`src/rtl/full_adder.sv`:
```
// Full adder cell with a registered copy and an LSB-first bit-serial WIDTH-bit adder.
// Latency: sum/carry 0 cycles, registered copy 1 cycle, serial word WIDTH enabled cycles; no backpressure (en_i stalls).
module full_adder #(
    parameter int WIDTH = 4
) (
    input  logic clk_i,
    input  logic rst_ni,
    input  logic a_i,
    input  logic b_i,
    input  logic c_i,
    output logic s_o,
    output logic c_o,
    input  logic en_i,
    input  logic ser_clr_i,
    output logic s_q_o,
    output logic c_q_o,
    output logic ser_s_o,
    output logic ser_c_o,
    output logic ser_done_o
);

    localparam int CW = (WIDTH > 1) ? $clog2(WIDTH) : 1;
    localparam logic [CW-1:0] LAST = CW'(WIDTH - 1);

    logic          sum_q,   sum_d;
    logic          cout_q,  cout_d;
    logic          carry_q, carry_d;
    logic [CW-1:0] cnt_q,   cnt_d;
    logic          ser_c_q, ser_c_d;
    logic          done_q,  done_d;
    logic          ser_maj;

    always_comb begin
        {c_o, s_o} = {1'b0, a_i} + {1'b0, b_i} + {1'b0, c_i};
    end

    assign ser_s_o = a_i ^ b_i ^ carry_q;
    assign ser_maj = (a_i & b_i) | (a_i & carry_q) | (b_i & carry_q);

    always_comb begin
        sum_d   = sum_q;
        cout_d  = cout_q;
        carry_d = carry_q;
        cnt_d   = cnt_q;
        ser_c_d = ser_c_q;
        done_d  = 1'b0;

        if (en_i) begin
            sum_d  = s_o;
            cout_d = c_o;
        end

        // Clear wins over enable and consumes no bit; the last word's carry is kept.
        if (ser_clr_i) begin
            carry_d = 1'b0;
            cnt_d   = '0;
        end else if (en_i) begin
            if (cnt_q == LAST) begin
                ser_c_d = ser_maj;
                carry_d = 1'b0;
                cnt_d   = '0;
                done_d  = 1'b1;
            end else begin
                carry_d = ser_maj;
                cnt_d   = cnt_q + 1'b1;
            end
        end
    end

    always_ff @(posedge clk_i or negedge rst_ni) begin
        if (!rst_ni) begin
            sum_q   <= 1'b0;
            cout_q  <= 1'b0;
            carry_q <= 1'b0;
            cnt_q   <= '0;
            ser_c_q <= 1'b0;
            done_q  <= 1'b0;
        end else begin
            sum_q   <= sum_d;
            cout_q  <= cout_d;
            carry_q <= carry_d;
            cnt_q   <= cnt_d;
            ser_c_q <= ser_c_d;
            done_q  <= done_d;
        end
    end

    assign s_q_o      = sum_q;
    assign c_q_o      = cout_q;
    assign ser_c_o    = ser_c_q;
    assign ser_done_o = done_q;

endmodule

```
`config.mk`:
```
export PLATFORM = sky130hd
export DESIGN_NAME = full_adder
export DESIGN_NICKNAME = d
export VERILOG_FILES = /design/src/rtl/full_adder.sv
export SDC_FILE = /design/constraint.sdc
export NUM_CORES = 1
export LEC_CHECK = 0
export BUFFER_PORTS_ARGS = -buffer_cell sky130_fd_sc_hd__buf_2
export CORE_AREA = 2 2 39 41
export CTS_CLUSTER_SIZE = 24
export DETAILED_ROUTE_END_ITERATION = 16
export DIE_AREA = 0 0 41 43
export PLACE_DENSITY = 0.54
export SYNTH_ARGS = -nofsm -noshare
export SYNTH_HDL_FRONTEND = slang
export SYNTH_SLANG_ARGS = --single-unit
```
`constraint.sdc`:
```
create_clock -name clk_i -period 1.58 [get_ports clk_i]
set_clock_uncertainty 0.05 [all_clocks]
set_input_delay 0.237 -clock clk_i [delete_from_list [all_inputs] [get_ports clk_i]]
set_output_delay 0.237 -clock clk_i [all_outputs]
set_load 0.05 [all_outputs]
```
# After elaboration in Yosys (flattened, before gate mapping)
# Cells that the tools add are included.
# word_totals
rom_bits	0
out_inout_bits	7
wordCells	29
register_bits	7
inputBits	7
latchBits	0
memories	0
ram_bits	0
# op_classes
n_lt_le_gt_ge	0
bitwise_logic	8
eq_ne	1
n_div	0
reduce_logical	2
n_addsub	3
n_mux	9
n_shift	0
multipliers	0
# ops
operator	count
$mux W1	6
$mux W2	3
$and A1 B1 Y1	3
$reduce_and A3 Y1	1
$add A1 B1 Y2	1
$add A2 B1 Y2	1
$add A2 B1 Y2 const B	1
$eq A2 B2 Y1 const B	1
$or A1 B1 Y1	2
$reduce_bool A2 Y1	1
$xor A1 B1 Y1	2
$not A1 Y1	1

# Depth between registers and ports, before layout
# logic_depth
depth_word	6
depth_mapped	3
depth_no_buf	3

# Worst setup path after synthesis
# No wires, ideal clock.
# synth_path
path_kind	input to register
start	in a_i
end	reg sum_q (netlist: s_q_o)
arrival_ps	1290
stages	2
path_slack_ps	115
setup_time_ps	125
required_ps	1405
n_path_buf	0
path_cell_list	fa_1 mux2_2
# synth_via
elab_chain_cells	2
# synth_lines
item	line	text
start: declaration	8	input logic a_i,
$add A1 B1 Y2	34	{c_o, s_o} = {1'b0, a_i} + {1'b0, b_i} + {1'b0, c_i};
$add A2 B1 Y2	34	
end signal: assignment	79	sum_q <= sum_d;
end: declaration	25	logic sum_q, sum_d;
# Every way passes these cells.
# A chain may end at the register's enable or synchronous reset.

# Worst setup path in the final report
# layout_path
start	reg carry_q
end	out ser_s_o
# layout_via
elab_chain_cells	1
# layout_lines
item	line	text
start: declaration	27	logic carry_q, carry_d;
start signal: assignment	81	carry_q <= carry_d;
$xor A1 B1 Y1	37	assign ser_s_o = a_i ^ b_i ^ carry_q;
end: declaration	17	output logic ser_s_o,
# Every way passes these cells.

==> impl_metrics.yaml <==
setup_path:
  cpMaxStageDelayCell: "fa_1"
  end_kind: "output port"
  critPathKind: "flip-flop to output port"
  crit_required_ns: 1.29
  critPathMaxFanout: 2
  max_stage_delay_ns: 0.50
  worstPathCellList: "fa_1 > buf_6"
  critical_path_arrival_ns: 1.29
  crit_path_start_kind: "flip-flop"
power_and_ir_drop:
  p_seq_frac: 0.389
  p_sw_mw: 0.179
  pwr-share-clk: 0.304
  p_leak_nw: 0.247
  netSwitchingFraction: 0.343
  powerDensity_mw_per_mm2: 1110
  p_int_mw: 0.343
  irDropWorstVdd_v: 0.000413
  p_comb_frac: 0.307
route:
  drc: 0
  viasPerCell: 4.12
  drtPass1Iterations: 1
  vias: 243
  drt_iter0_markers: 0
  postRouteAntennaNets: 0
  wirelength_um: 611
  routedWlPerCell_um: 10.4
sta:
  slew_viol_final: 0
  tns_ns: 0
  whs_ns: 0.139
  setup_slack_ns: 0.00226
  fmax_ghz: 0.634
  tightestPinTransition_ns: 0.251
  finalSetupViolCount: 0
  hold_viol: 0
  min_period_ns: 1.58
  min_period_over_period: 0.999
  max_slew_margin: 0.834
  grt_setup_unrepaired: "true"
layout:
  final_cell_mix: "buf_2 (12), dfrtp_1 (7), mux2_2 (3), clkbuf_4 (3)"
  layout_commonest_cell: "buf_2"
  area_growth_syn_to_layout_pct: 40.1
  layout-drive-gt1-share: 0.512
  layout.nets: 54
  diodes: 0
die:
  core_mm2: 0.00138
  num_rows: 14
  start_util: 0.243
  io-pin-count: 14
  die_h_um: 43
  die_x_um: 41
  die_area_mm2: 0.00176
grt:
  grt-ovfl-total: 0
  grt_pass1_wl_um: 1010
  antenna_found_initial: 0
  grt_pass1_vias: 234
  gr-usage-all-layers: 0.0905
  grt_max_degree: 9
yosys:
  seq_area_frac_synth: 0.520
  synth-seq-cells: 7
  synth_cell_type_count: 13
  syn_avg_cell_area_um2: 14.0
  syn_inst: 24
  synth_area_um2: 337
  syn_nets: 34
  yosysWarnings: 0
cts:
  tritoncts: "done"
  clock_latency_ns: 0.25
  clockRootBuffer: "clkbuf_4"
  tritoncts.num_buffers: 3
  clk_pin_slew_ns: 0.05
  clockBufferDepth: 2
  htree_levels: 1
  cts.sinks: 7
placed_design:
  gp_congestion: 0.668
  dp_slack_ns: 0.111
  dp_hpwl_um: 457
  io_buffers: 13
run_status:
  status: "finished, final reports clean"
min_path:
  min_path_type: "input pin to flip-flop"
flow_run:
  cap_violations: 0
Yosys cell counts:
master | number | area, um2
a21oi_1 | 1 | 5.00
a21oi_2 | 1 | 8.76
buf_4 | 1 | 7.51
dfrtp_1 | 7 | 175
fa_1 | 2 | 40.0
ha_1 | 1 | 12.5
inv_1 | 1 | 3.75
mux2_2 | 3 | 33.8
mux2i_1 | 1 | 10.0
nand2b_1 | 2 | 12.5
nand3b_1 | 2 | 15.0
nor2_1 | 1 | 3.75
or3b_1 | 1 | 8.76
cells by family (layout without fill, tap and decap cells):
kind of cell / Yosys count / in the layout / synth area share
flip-flops: 7 / 7 / 0.520
AND/OR/NAND/NOR: 6 / 6 / 0.119
multiplexers: 4 / 4 / 0.130
adder cells (fa/ha/maj): 3 / 3 / 0.156
AO/OA/AOI/OAI: 2 / 2 / 0.0409
buffers and inverters: 2 / 21 / 0.0335
worst max-delay path: cells and delay by family (launching register included):
kind	cells	cell delay [ns]
adders and majority gates	1	0.50
buffers and inverters	1	0.16
DFF	1	0.38
final timing paths:
| check | startpoint | slack [ns] | cells past startpoint | endpoint |
|---|---|---|---|---|
| worst max-delay path | carry_q | 0.002 | 2 | ser_s_o |
| worst min-delay path | ser_clr_i | 0.14 | 2 | cnt_q[0] |
| worst max register to register | cnt_q[0] | 0.34 | 3 | cnt_q[0] |
| worst min register to register | c_q_o | 0.45 | 1 | c_q_o |
| max in group asynchronous | rst_ni | 1.03 | 2 | cnt_q[0] |
| min in group asynchronous | rst_ni | 0.30 | 2 | c_q_o |
final cells by class:
class	instances	area, um2
Clock buffer	4	26.3
Fill cell	143	912
Inverter	1	3.75
Multi-Input combinational cell	15	150
Sequential cell	7	175
Tap cell	16	20.0
Timing Repair Buffer	16	96.3
state kept, by name (all words and copies together) (netlist names):
signal      flops
carry_q         1
ser_done_o      1
c_q_o           1
ser_c_o         1
cnt_q           2
s_q_o           1
metrics by stage:
stage / utilization / instance area (um2) / cells / power (mW)
after floorplan: - / 337 / 24 / 0.323
final: 0.341 / 472 / 59 / 0.522
after global routing: 0.341 / 472 / 59 / 0.561
after CTS: 0.335 / 464 / 58 / 0.535
after detailed placement: 0.299 / 414 / 52 / 0.357
after global placement: 0.299 / 414 / 52 / 0.356
metal layers:
metal	vias up	wire length, um	track usage
li1	118	-	-
met1	111	265	0.124
met2	14	269	0.116
met3	0	76	0.0628
met4	0	0	0.0200
met5	-	0	0
power by group through the flow:
| stage | Clock (mW) | Combinational (mW) | Sequential (mW) |
|---|---|---|---|
| final | 0.159 | 0.160 | 0.203 |
| after CTS | 0.171 | 0.160 | 0.204 |
| after detailed placement | 0 | 0.150 | 0.207 |
| after global routing | 0.183 | 0.173 | 0.205 |
| after global placement | 0 | 0.149 | 0.206 |
| after floorplan | 0 | 0.0768 | 0.246 |
what timing repair did:
action                                  4_1_cts  5_1_grt
gates resized for setup                       2        0
hold buffers                                  1        0
endpoints found under the setup margin        1        1
setup buffers                                 1        1
hold endpoints to repair                      7        0
Power figures use the tool's default switching activity.
